**config.mk**
```make
export PLATFORM = sky130hd
export DESIGN_NAME = dc_sweep_sequencer
export DESIGN_NICKNAME = d
export VERILOG_FILES = /design/src/rtl/dc_sweep_sequencer.sv
export SDC_FILE = /design/constraint.sdc
export NUM_CORES = 1
export LEC_CHECK = 0
export ABC_AREA = 1
export CAP_MARGIN = 5
export CORE_ASPECT_RATIO = 1.75
export CORE_MARGIN = 3
export CORE_UTILIZATION = 67
export CTS_BUF_LIST = sky130_fd_sc_hd__clkbuf_4 sky130_fd_sc_hd__clkbuf_8
export DETAILED_ROUTE_END_ITERATION = 8
export DONT_BUFFER_PORTS = 1
export PLACE_DENSITY = 0.83
export SLEW_MARGIN = 20
export SYNTH_ARGS = -nofsm -noshare
export SYNTH_HDL_FRONTEND = slang
export SYNTH_SLANG_ARGS = --single-unit
```
**constraint.sdc**
```tcl
create_clock -name clk -period 6.88 [get_ports clk]
set_input_delay 0.688 -clock clk [delete_from_list [all_inputs] [get_ports clk]]
set_output_delay 0.688 -clock clk [all_outputs]
set_load 0.01 [all_outputs]
```
**src/rtl/dc_sweep_sequencer.sv**
```systemverilog
// DC sweep sequencer: steps a source setpoint from v_start to v_stop, handshakes each
// point with the solver core and streams per-point results out over valid/ready.
module dc_sweep_sequencer #(
    parameter int VW     = 16,
    parameter int TOW    = 12,
    parameter int SETTLE = 4
) (
    input  logic          clk,
    input  logic          rst,
    input  logic          start,
    input  logic          abort,
    input  logic [VW-1:0] v_start,
    input  logic [VW-1:0] v_stop,
    input  logic [VW-1:0] v_step,
    input  logic [TOW-1:0] to_lim,
    output logic          busy,
    output logic          done,
    output logic [1:0]    status,
    output logic [VW-1:0] sol_vset,
    output logic          sol_req,
    input  logic          sol_ack,
    input  logic          sol_conv,
    input  logic [VW-1:0] sol_vout,
    output logic          res_valid,
    input  logic          res_ready,
    output logic [VW-1:0] res_vset,
    output logic [VW-1:0] res_vout,
    output logic          res_conv
);

    typedef enum logic [2:0] {
        S_IDLE,
        S_SETTLE,
        S_SOLVE,
        S_EMIT,
        S_FIN
    } state_t;

    state_t         state, state_nx;
    logic [VW-1:0]  stop_q, step_q;
    logic [TOW-1:0] tolim_q, cnt;
    logic [1:0]     status_nx;
    logic [VW:0]    next_v;
    logic [TOW:0]   cnt_inc;
    logic           cfg_bad, do_load, do_capture, do_advance;

    always_comb begin
        state_nx   = state;
        status_nx  = status;
        do_load    = 1'b0;
        do_capture = 1'b0;
        do_advance = 1'b0;
        next_v     = {1'b0, sol_vset} + {1'b0, step_q};
        cnt_inc    = {1'b0, cnt} + (TOW+1)'(1);
        cfg_bad    = (v_step == '0) || (v_start > v_stop);
        case (state)
            S_IDLE: begin
                if (start) begin
                    if (cfg_bad) begin
                        status_nx = 2'b01;
                        state_nx  = S_FIN;
                    end else begin
                        status_nx = 2'b00;
                        do_load   = 1'b1;
                        state_nx  = S_SETTLE;
                    end
                end
            end
            S_SETTLE: begin
                if (abort) begin
                    status_nx = 2'b11;
                    state_nx  = S_FIN;
                end else if (cnt == TOW'(SETTLE - 1)) begin
                    state_nx = S_SOLVE;
                end
            end
            S_SOLVE: begin
                // ack takes priority over a timeout landing in the same cycle
                if (abort) begin
                    status_nx = 2'b11;
                    state_nx  = S_FIN;
                end else if (sol_ack) begin
                    do_capture = 1'b1;
                    state_nx   = S_EMIT;
                end else if (cnt_inc >= {1'b0, tolim_q}) begin
                    status_nx = 2'b10;
                    state_nx  = S_FIN;
                end
            end
            S_EMIT: begin
                if (abort) begin
                    status_nx = 2'b11;
                    state_nx  = S_FIN;
                end else if (res_ready) begin
                    if (next_v[VW] || (next_v[VW-1:0] > stop_q)) begin
                        state_nx = S_FIN;
                    end else begin
                        do_advance = 1'b1;
                        state_nx   = S_SETTLE;
                    end
                end
            end
            S_FIN:   state_nx = S_IDLE;
            default: state_nx = S_IDLE;
        endcase
    end

    always_ff @(posedge clk) begin
        if (rst) begin
            state    <= S_IDLE;
            cnt      <= '0;
            status   <= '0;
            stop_q   <= '0;
            step_q   <= '0;
            tolim_q  <= '0;
            sol_vset <= '0;
            res_vset <= '0;
            res_vout <= '0;
            res_conv <= 1'b0;
        end else begin
            state  <= state_nx;
            status <= status_nx;
            // one counter serves both the settle window and the ack timeout
            cnt    <= (state_nx != state) ? '0 : cnt + TOW'(1);
            if (do_load) begin
                stop_q   <= v_stop;
                step_q   <= v_step;
                tolim_q  <= to_lim;
                sol_vset <= v_start;
            end
            if (do_advance) sol_vset <= next_v[VW-1:0];
            if (do_capture) begin
                res_vset <= sol_vset;
                res_vout <= sol_vout;
                res_conv <= sol_conv;
            end
        end
    end

    assign busy      = (state == S_SETTLE) || (state == S_SOLVE) || (state == S_EMIT);
    assign done      = (state == S_FIN);
    assign sol_req   = (state == S_SOLVE);
    assign res_valid = (state == S_EMIT);

endmodule

```
=== Word level (Yosys, flattened, before mapping) ===
Cells that the tools add are included.

* Output and inout bits: 55
* Input bits: 83
* Register bits: 110
* Word-level logic and storage cells: 67

* Eq/ne operators: 10
* Mux-type cells: 30
* Magnitude comparators: 3
* $add $sub $neg: 3
* Reduce and logical (&&, ||, !) cells: 11

{| class="wikitable"
|+ Operators by type and width
! kind !! number
|-
| $gt A16 B16 Y1 || 2
|-
| $mux W16 || 2
|-
| $mux W3 || 10
|-
| $add A16 B16 Y17 || 1
|-
| $logic_not A16 Y1 || 1
|-
| $add A12 B1 Y13 const B || 1
|-
| $ge A13 B12 Y1 || 1
|-
| $add A12 B1 Y12 const B || 1
|-
| $eq A12 B2 Y1 const B || 1
|-
| $pmux W3 S4 || 1
|-
| $mux W1 || 11
|-
| $mux W2 || 5
|-
| $eq A3 B2 Y1 const B || 2
|-
| $pmux W2 S3 || 1
|-
| $reduce_and A5 Y1 || 1
|-
| $logic_or A1 B1 Y1 || 4
|-
| $reduce_or A2 Y1 || 2
|-
| $eq A3 B1 Y1 const B || 1
|-
| $eq A3 B3 Y1 const B || 1
|-
| $logic_not A3 Y1 || 1
|-
| $ne A3 B2 Y1 const B || 1
|-
| $ne A3 B3 Y1 || 1
|-
| $ne A3 B3 Y1 const B || 1
|-
| $reduce_bool A3 Y1 || 1
|-
| other kinds (3) || 3
|}

=== Depth between registers and ports, before layout ===
Gate-level depths: netlist (run 1).

* Word-level depth: 9
* Depth in mapped cells: 26
* Mapped depth without buffers: 25

=== Worst setup path after synthesis (run 1) ===
Ideal clock, no wire load.

* Kind: register -> register
* From: register sol_vset[0]
* To: register cnt[11]
* Arrival time: 3115 ps
* Required time: 6758 ps
* Setup time: 122 ps
* Stages on the path, launching flop included: 23
* Setup slack: 3643 ps
* Path buffers: 1
* Clock period less this slack: 3237 ps
* Path through: dfxtp_1 ha_1 inv_1 fa_1 inv_1 nand3_1 nand2_2 inv_1 o21bai_1 nand4_1 nand3_1 nand2_1 ha_1 nand2_1 nor3_1 nand3_1 nand2_2 nand3_4 nand3_1 nand2_1 nand2_1 buf_6 nor3_2

* Cells in the longest elaborated chain, start to end: 9

{| class="wikitable"
|+ RTL lines
! item !! RTL line !! source
|-
| from (decl) || 19 || <nowiki>output logic [VW-1:0] sol_vset,</nowiki>
|-
| from (signal assigned) || 129 || <nowiki>sol_vset <= v_start;</nowiki>
|-
| from (signal assigned) || 131 || <nowiki>if (do_advance) sol_vset <= next_v[VW-1:0];</nowiki>
|-
| $add A16 B16 Y17 * || 53 || <nowiki>next_v = {1'b0, sol_vset} + {1'b0, step_q};</nowiki>
|-
| $gt A16 B16 Y1 || 95 || <nowiki>if (next_v[VW] || (next_v[VW-1:0] > stop_q)) begin</nowiki>
|-
| $logic_or A1 B1 Y1 * || 95 ||
|-
| $mux W3 * || 95 ||
|-
| $mux W3 * || 94 || <nowiki>end else if (res_ready) begin</nowiki>
|-
| $mux W3 * || 91 || <nowiki>if (abort) begin</nowiki>
|-
| $pmux W3 S4 * || 56 || <nowiki>case (state)</nowiki>
|-
| $ne A3 B3 Y1 * || 124 || <nowiki>cnt <= (state_nx != state) ? '0 : cnt + TOW'(1);</nowiki>
|-
| $reduce_or A2 Y1 (no line) * || - ||
|-
| to (signal assigned) || 124 ||
|-
| to (decl) || 41 || <nowiki>logic [TOW-1:0] tolim_q, cnt;</nowiki>
|}

Mark *: on every way between the ends. The rest lies on a longest branch, timed or not.
A chain may end at the register's enable or synchronous reset.

=== Worst setup path after layout (run 1) ===
* From: register sol_vset[0]
* To: register cnt[0]

The elaborated chain is that of the path after synthesis.

==> metrics, run 1 <==
status=complete, no violations; vias in the first global route=5718; Hold EP=step_q[0]; CTS Buf Count=9; most common cell in the synthesized netlist=nand2_1; reg-to-reg endpoint=cnt[0]; fill count=796; Critical Path RT=7200 ps; Synth Instances=913; beginning of the critical path=sol_vset[0]; Hold Path Depth=1; FF-to-FF Start=sol_vset[0]; Avg Inst Size Synth=7.09 µm²; Port-buffer cells=0; post-synthesis cell type count=45; Clock Latency Late Sink=400 ps; clock skew=14.0 ps; Initial Utilization=a little over two thirds; 1st-iter DRT viols=230; share of layout cells above drive strength 1=6.33%; YS warnings=0; # nets final=1040; Post-CTS Hold Buffers=0; I/O pin cnt=between 100 and 150; core area=0.00927 mm²; Setup Buffers After CTS=0; Max Cap Violations=0; final core utilization=72.1%; first-pass GRT wire length=27000 µm; Worst R2R Path Depth=22; full die area=0.0109 mm²; chip height=between 100 and 150 µm; Async SR Flop Fraction=0%; kind of start point of the critical path=flop; sequential element share of the synthesized area=34.0%; dpl hpwl=roughly 14000 µm; Pleak=0.00328 µW; Synth Flop Type=dfxtp_1; Rows=46; Detailed Routing Iterations Pass 1=5; Pwr per Cell Area=about 210 mW/mm²; Max Fclk=240 MHz; Area Overhead vs Synth=3.15%; GRT Resource Usage Total=between 30 and 40%; FF+latch count, synth=110; pre-CTS setup slack=around 2800 ps; CP max FO=15; Final Cycle Share=60.5%; top cells by count, synth=nand2_1, inv_1, nor2_1; Total Wirelength=17800 µm; RSZ-0062 raised after global routing=false; Fin. Hold Viols=0; pin count of the biggest net entering global routing=79; Vias/cell=approximately 5.9; share of the synthesized area in the top cell type=34.0%; post-route antenna net violation count=0; main area contributors after synthesis=dfxtp_1, ha_1, nand2_1; area of the multi-input gates=0.00362 mm²; Least-Margin Pin Slew=921 ps; setup TNS=0 ps; Clock Tree Buf Depth=2; total grt overflow=0; GP Congestion=0.934; Max rail drop VDD=165 µV; register area=0.00220 mm²; via count=6007; Total Power=1410 µW; EDFF count, synth=0; diodes inserted=0; post-synth top area cell=dfxtp_1; Crit Path Category=flop to flop; Resize count post-CTS=0; final setup vio count=0; worst path arrival time=~4500 ps; initial antenna violation count=0; min-delay src=rst; R2R Setup Slk=2710 ps; max-slew violation count=0; clk slew on worst S/H paths=approximately 110 ps; WL/cell=17.5 µm; Final min period=4170 ps; die width=80.3 µm; CTS tree=yes; Crit. End Element=flop; Mapped Area=0.00647 mm²; CTS root buffer=clkbuf_8; Remaining DRCs=0; CTS Sinks=110; htree depth=3; PnR worst setup slack=2710 ps; post-synthesis net count=1058; worst hold path type=input pin to flop; worst rel slew slack=38.5%
[cell usage in the layout, fill, tap and decap left out, types with 3 or more instances in the layout]
| cell type | count |
|---|---|
| a21oi_1 | 78 |
| inv_2 | 8 |
| ha_1 | 61 |
| o211ai_1 | 3 |
| clkbuf_8 | 10 |
| nand4_1 | 17 |
| o21ai_1 | 4 |
| nor3_1 | 9 |
| inv_1 | 124 |
| nand2_2 | 7 |
| dfxtp_1 | 110 |
| nor3_2 | 11 |
| a31oi_1 | 8 |
| nor4_1 | 5 |
| nand2_1 | 174 |
| clkinv_4 | 3 |
| nand3_1 | 27 |
| nor2_1 | 111 |
| o21ai_0 | 74 |
| xor2_1 | 16 |
| a21o_1 | 4 |
| a21oi_2 | 3 |
[worst max-delay path, stage by stage (launching register included)]
cell and delay [ps]:
dfxtp_1 490, ha_1 250, inv_1 80, fa_1 400, inv_1 70, nand3_1 70, nand2_2 110, inv_1 50
o21bai_1 210, nand4_1 140, nand3_1 150, nand2_1 70, ha_1 270, nand2_1 80, nor3_1 270, nand2_1 100
nand2_1 70, nand2_2 140, nand3_4 190, nand3_1 130, nand2_1 120, nand2_1 330, nor3_1 290
[metal layers]
layer	part of all wire, %	wire length (µm)	global-route usage [%]
met3	5.2	932	7.56
met1	34	6000	30.3
met4	5.8	1040	18.7
met5	0	0	0
met2	55	9830	61.4
[sequential cells by signal, indices dropped and copies added, names as in the netlist, 2 cells and up]
signal    flops
cnt          12
status        2
sol_vset     16
state         3
stop_q       16
res_vout     16
step_q       16
tolim_q      12
res_vset     16
[power breakdown]
group          internal (µW)  switching [µW]  leakage [µW]
clock                    147             234     0.0000950
combinational            108             215       0.00229
sequential               673            31.6      0.000896
[worst max-delay path by stage]
stage	cells after the start	slack (ps)	end
after global routing	22	2360	cnt[0]
final	22	2710	cnt[0]
after global placement	25	2920	sol_vset[6]
after CTS	22	2750	cnt[0]
after floorplan	22	3640	cnt[11]
after detailed placement	21	2790	cnt[0]
[layout make-up]
cell class                      count  share of cell area [%]
Clock buffer                       10                    2.06
Clock inverter                      6                   0.806
Inverter                          133                    7.48
Multi-Input combinational cell    639                    54.2
Sequential cell                   110                    33.0
Tap cell                          120                    2.25
Timing Repair Buffer                2                   0.225
[cells by family (layout without fill, tap and decap cells)]
family	after synthesis	in the layout	synth area share [%]
and+or+nand+nor	375	375	26.0
AOI/OAI and AO/OA	184	184	15.3
buffers and inverters	164	151	10.1
DFF	110	110	34.0
adders and majority gates	62	62	12.1
xor gates and xnor gates	18	18	2.44
[metrics by stage]
stage	std cells	hold slack [ps]	cell area (µm²)
final	1020	341	6680
after global routing	1020	320	6680
after CTS	1020	333	6680
after detailed placement	1004	454	6490
after global placement	1004	453	6490
after floorplan	913	435	6470
No activity file was read; power rests on OpenSTA's default activity.
==> run 2, diff against run 1 <==
--- a/config.mk
+++ b/config.mk
@@ -5,15 +5,15 @@
 export SDC_FILE = /design/constraint.sdc
 export NUM_CORES = 1
 export LEC_CHECK = 0
-export ABC_AREA = 1
+export ABC_AREA = 0
 export CAP_MARGIN = 5
 export CORE_ASPECT_RATIO = 1.75
 export CORE_MARGIN = 3
-export CORE_UTILIZATION = 67
+export CORE_UTILIZATION = 60
 export CTS_BUF_LIST = sky130_fd_sc_hd__clkbuf_4 sky130_fd_sc_hd__clkbuf_8
 export DETAILED_ROUTE_END_ITERATION = 8
 export DONT_BUFFER_PORTS = 1
-export PLACE_DENSITY = 0.83
+export PLACE_DENSITY = 0.79
 export SLEW_MARGIN = 20
 export SYNTH_ARGS = -nofsm -noshare
 export SYNTH_HDL_FRONTEND = slang
==> constraint.sdc (replaced) <==
create_clock -name clk -period 3.8 [get_ports clk]
set_input_delay 0.38 -clock clk [delete_from_list [all_inputs] [get_ports clk]]
set_output_delay 0.38 -clock clk [all_outputs]
set_load 0.01 [all_outputs]
==> run 2 against run 1 <==
Against the previous run:
- the flow now finishes with violations (setup timing)
- non-clock buffer count up 53
- synthesized cell count decreased by 13%
- setup slack got worse by 3000 ps
- fmax is 1.2% higher
- first-iteration DRC count up 39%
- final cell count shrank 6.8%
- combinational power up 120%
- design area is 7.0% higher
- sequential power increased by 79%
- wire length up 5.1%
- sequential cell count stayed put
==> metrics, run 2 <==
FF-to-FF Start=sol_vset[1]; WL/cell=about 20 µm; share of layout cells above drive strength 1=14.2%; met3 global-route usage=6.24%; Vias/cell=roughly 6.2; area of all placed cells without fillers=around 0.0071 mm²; YS warnings=0; Max Fclk=243 MHz; chip height=141 µm; total placed instance area=0.00663 mm²; main area contributors after synthesis=dfxtp_1, ha_1, nand2_1; FF+latch count, synth=110; Synth Instances=between 700 and 800; Avg Inst Size Synth=7.84 µm²; total grt overflow=0; worst path arrival time=about 4400 ps; max-slew violation count=0; CTS Sinks=110; # nets final=between 900 and 1000; sequential element share of the synthesized area=35.5%; Synth Flop Type=dfxtp_1; Remaining DRCs=0; most frequent cells in the layout=nand2_1, a21oi_1, dfxtp_1; first-pass GRT wire length=29200 µm; Rows=between 40 and 50; top cells by count, synth=nand2_1, a21oi_1, dfxtp_1; die width=between 80 and 90 µm; Mapped Area=between 0.006 and 0.007 mm²; Finished Layout Cells=951; grt met2 use=59.2%; CP max FO=6; Fin. Hold Viols=0; core area=approximately 0.010 mm²; vias in the first global route=5866; Total Wirelength=between 15000 and 20000 µm; post-synthesis cell type count=59; kind of start point of the critical path=flop; R2R Setup Slk=-320 ps; initial antenna violation count=1; pin count of the biggest net entering global routing=96; Max rail drop VDD=258 µV; Crit. End Element=flop; full die area=0.0116 mm²; placed cells=926; dpl hpwl=14100 µm; clk slew on worst S/H paths=roughly 110 ps; final setup vio count=30; Total Power=2680 µW; CTS root buffer=clkbuf_8; worst rel slew slack=41.4%; 1st-iter DRT viols=320; Pwr per Cell Area=375 mW/mm²; most common cell after layout, fill and taps aside=nand2_1; Area Overhead vs Synth=15.2%; GP Congestion=0.959; Clock Latency Late Sink=~400 ps; Crit Path Category=flop to flop; Detailed Routing Iterations Pass 1=5; htree depth=3; GRT Resource Usage Total=between 30% and 40%; post-synthesis net count=936; RSZ-0062 raised after global routing=true; share of the synthesized area in the top cell type=between 30% and 40%; GRT Max-Usage Layer=met2; clock skew=~13 ps; Final min period=around 4000 ps; PnR worst setup slack=-318 ps; Clock Tree Buf Depth=2; post-synth top area cell=dfxtp_1; min-delay src=rst; Port-buffer cells=0; Critical Path RT=4090 ps; status=complete, but fails checks; failing checks=setup timing; Async SR Flop Fraction=0%; post-route antenna net violation count=0; Final Cycle Share=108%; beginning of the critical path=sol_vset[1]; via count=roughly 6000; Pleak=approximately 0.0028 µW; most common cell in the synthesized netlist=nand2_1; I/O pin cnt=138; setup TNS=-5290 ps; Max Cap Violations=0; CTS Buf Count=9; worst hold path type=input pin to flop; Least-Margin Pin Slew=877 ps; met1 global-route usage=31.1%; CTS tree=yes; Initial Utilization=62.2%; EDFF count, synth=0
[run 2: changes by cell type after synthesis, moves of 10 or more]
cell,before,now
nor2_1,111,22
inv_1,124,57
o21ai_0,74,21
a21oi_1,78,112
xnor2_1,2,15
a22oi_1,0,11
nor3_2,11,0
clkbuf_1,18,28
[run 2: kinds of logic (layout without fill, tap and decap cells)]
group / Yosys count / count (layout) / share of synthesized area (%)
and+or+nand+nor: 305 / 306 / 23.6
xor gates and xnor gates: 22 / 22 / 3.11
muxes: 1 / 1 / 0.161
buffers and inverters: 96 / 128 / 6.13
AOI/OAI and AO/OA: 195 / 196 / 18.9
adders and majority gates: 62 / 62 / 12.6
other: 0 / 1 / 0
DFF: 110 / 110 / 35.5
[run 2: power breakdown]
| group | leakage (µW) | switching [µW] | internal (µW) |
|---|---|---|---|
| clock | 0.000101 | 435 | 270 |
| sequential | 0.000896 | 47.2 | 1210 |
| combinational | 0.00178 | 406 | 315 |
[run 2: layout make-up]
class	instances	area, µm²
Antenna cell	1	2.50
Timing Repair Buffer	55	465
Clock inverter	6	53.8
Tap cell	125	156
Sequential cell	110	2210
Clock buffer	10	138
Fill cell	819	2830
Inverter	57	214
Multi-Input combinational cell	587	3910
[run 2: layer usage]
| layer | part of all wire (%) | vias to the layer above | routed length (µm) |
|---|---|---|---|
| li1 | - | 2817 | - |
| met1 | 35 | 2773 | 6510 |
| met2 | 54 | 223 | 10100 |
| met3 | 5.1 | 70 | 950 |
| met4 | 6.3 | 0 | 1180 |
| met5 | 0 | - | 0 |
[run 2: critical path: stages, from the launching register on]
cell and delay [ps]:
dfxtp_2 370, buf_4 150, inv_1 60, fa_2 420, nor2b_2 140, o31a_1 230
o211ai_1 150, a21oi_1 210, xnor2_1 170, ha_1 300, a21oi_1 230, nand2_1 90
a211o_1 330, o31ai_4 290, buf_6 160, nand3_4 90, a31o_4 310, nor4b_2 310
[run 2: repair_timing]
item,in CTS,in global routing
buffers inserted,3,3
setup endpoints to repair,30,30
cloned,2,1
resized for setup,28,16
pin swaps,20,8
hold endpoints to repair,0,0
hold buffers,0,0
[run 2: worst paths after layout]
path                                    to  cells after the start
worst min register to register  tolim_q[3]                      2
worst max-delay path                cnt[4]                     17
worst min-delay path            tolim_q[0]                      1
worst max register to register      cnt[4]                     17
[run 2: per-stage QoR]
step | utilization [%] | hold WS [ps] | worst slack [ps]
3_5_place_dp | 66.5 | 441 | -341
5_1_grt | 71.6 | 20.8 | -475
3_3_place_gp | 66.5 | 439 | -200
2_1_floorplan | - | 436 | 2.38
6_report | 71.6 | 40.9 | -318
4_1_cts | 70.3 | 28.7 | -189
==> run 3, diff against run 2 <==
--- a/config.mk
+++ b/config.mk
@@ -14,6 +14,7 @@
 export DETAILED_ROUTE_END_ITERATION = 8
 export DONT_BUFFER_PORTS = 1
 export PLACE_DENSITY = 0.79
+export RECOVER_POWER = 100
 export SLEW_MARGIN = 20
 export SYNTH_ARGS = -nofsm -noshare
 export SYNTH_HDL_FRONTEND = slang
==> run 3 against run 2 <==
Against the previous run:
- the flow still finishes with violations (setup timing)
- critical endpoint unchanged
- core utilization fell by 0.70 points
- largest cell class unchanged
- design area shrank 0.98%
- largest power group unchanged
- count of clock-buffer cells in the layout did not move
- via count barely moved
- setup slack worse by 60 ps
==> metrics, run 3 (same netlist as run 2, synthesis figures left out) <==
worst hold path type=input pin to flop; Pleak=0.00271 µW; kind of start point of the critical path=flop; core area=0.00997 mm²; CTS Sinks=110; placed cells=between 900 and 1000; Least-Margin Pin Slew=886 ps; Initial Utilization=between 60% and 70%; crit-path most repeated cell=a21oi_1; first-pass GRT wire length=around 29000 µm; pin count of the biggest net entering global routing=96; CTS tree=yes; Final min period=roughly 4200 ps; PnR worst setup slack=-378 ps; clk slew on worst S/H paths=110 ps; setup TNS=-6810 ps; worst path arrival time=4460 ps; Detailed Routing Iterations Pass 1=5; CTS Buf Count=9; status=complete, but fails checks; Critical Path Max Stage Delay=roughly 420 ps; final setup vio count=30; WL/cell=roughly 20 µm; fill count=829; register area=between 0.002 and 0.0025 mm²; # nets final=965; Pwr per Cell Area=377 mW/mm²; RSZ-0062 raised after global routing=true; Total Wirelength=18700 µm; full die area=0.0116 mm²; CP max FO=6; initial antenna violation count=1; via count=5880; Hold Path Depth=1; Critical Path RT=4080 ps; Total Power=around 2700 µW; Clock Tree Buf Depth=2; vias in the first global route=5866; dpl hpwl=roughly 14000 µm; Area Overhead vs Synth=14.0%; Fin. Hold Viols=0; Finished Layout Cells=951; area of the multi-input gates=0.00391 mm²; Remaining DRCs=0; failing checks=setup timing; share of layout cells above drive strength 1=12.1%; pre-CTS setup slack=-341 ps; chip height=141 µm; Vias/cell=6.18; total grt overflow=0; GRT Resource Usage Total=31.5%; max-slew violation count=0; Max Cap Violations=0; Port-buffer cells=0; htree depth=3; clock skew=14.3 ps; CTS root buffer=clkbuf_8; CP max stage cell=fa_2; most common cell after layout, fill and taps aside=nand2_1; Clock Latency Late Sink=400 ps; Max rail drop VDD=258 µV; 1st-iter DRT viols=about 330; Max Fclk=239 MHz; die width=82.9 µm; post-route antenna net violation count=0; most frequent cells in the layout=nand2_1, a21oi_1, dfxtp_1; Crit Path Category=flop to flop; worst rel slew slack=40.8%; Worst R2R Path Depth=17; worst-path cell chain=buf_4 -> inv_1 -> fa_2 -> nor2b_2 -> o31a_1 -> o211ai_1 -> a21oi_1 -> xnor2_1 -> ha_1 -> a21oi_1 -> nand2_1 -> a211o_1 -> o31ai_4 -> buf_6 -> nand3_4 -> a31o_4 -> nor4b_2; Rows=48; I/O pin cnt=138; GP Congestion=0.959; Final Cycle Share=110%; Crit. End Element=flop
[run 3: per-stage QoR]
| stage | area, µm² | hold WS [ps] | utilization (%) |
|---|---|---|---|
| 4_1_cts | 7010 | 28.7 | 70.3 |
| 2_1_floorplan | 6230 | 436 | - |
| 3_5_place_dp | 6630 | 441 | 66.5 |
| 5_1_grt | 7070 | 20.8 | 70.9 |
| 3_3_place_gp | 6630 | 439 | 66.5 |
| 6_report | 7070 | 40.3 | 70.9 |
[run 3: critical path, delay by kind of cell (launching register included)]
kind	cells	cell delay [ps]
AOI/OAI and AO/OA	7	1750
adders and majority gates	2	720
and+or+nand+nor	4	640
DFF	1	400
buffers and inverters	3	390
xor gates and xnor gates	1	170
[run 3: path summary, 6_finish.rpt]
check	from	end	slack (ps)
min reg2reg	tolim_q[3]	tolim_q[3]	460
min	rst	tolim_q[0]	40
max	sol_vset[1]	cnt[4]	-380
max reg2reg	sol_vset[1]	cnt[4]	-380
[run 3: layer usage]
layer	routed length, µm	vias up	GRT usage (%)
li1	-	2816	-
met1	6460	2774	31.1
met2	10100	222	59.2
met3	998	68	6.24
met4	1180	0	18.9
met5	0	-	0
[run 3: layout make-up]
class | count | area share (%)
repair buffers | 55 | 5.63
clock inverters | 6 | 0.761
flip-flops and latches | 110 | 31.2
inverters | 57 | 3.02
multi-input cells | 587 | 55.2
diodes | 1 | 0.0354
clock buffers | 10 | 1.95
well taps | 125 | 2.21
[run 3: report_power, final]
part | internal (µW) | leakage, µW | switching (µW)
Sequential | 1210 | 0.000895 | 47.1
Clock | 269 | 0.000101 | 432
Combinational | 302 | 0.00172 | 406
[run 3: what timing repair did]
item                                    in CTS  in global routing
hold buffers                                 0                  0
setup buffers                                3                  3
gates resized for setup                     28                 16
gates cloned                                 2                  1
pin swaps                                   20                  8
endpoints found under the setup margin      30                 30
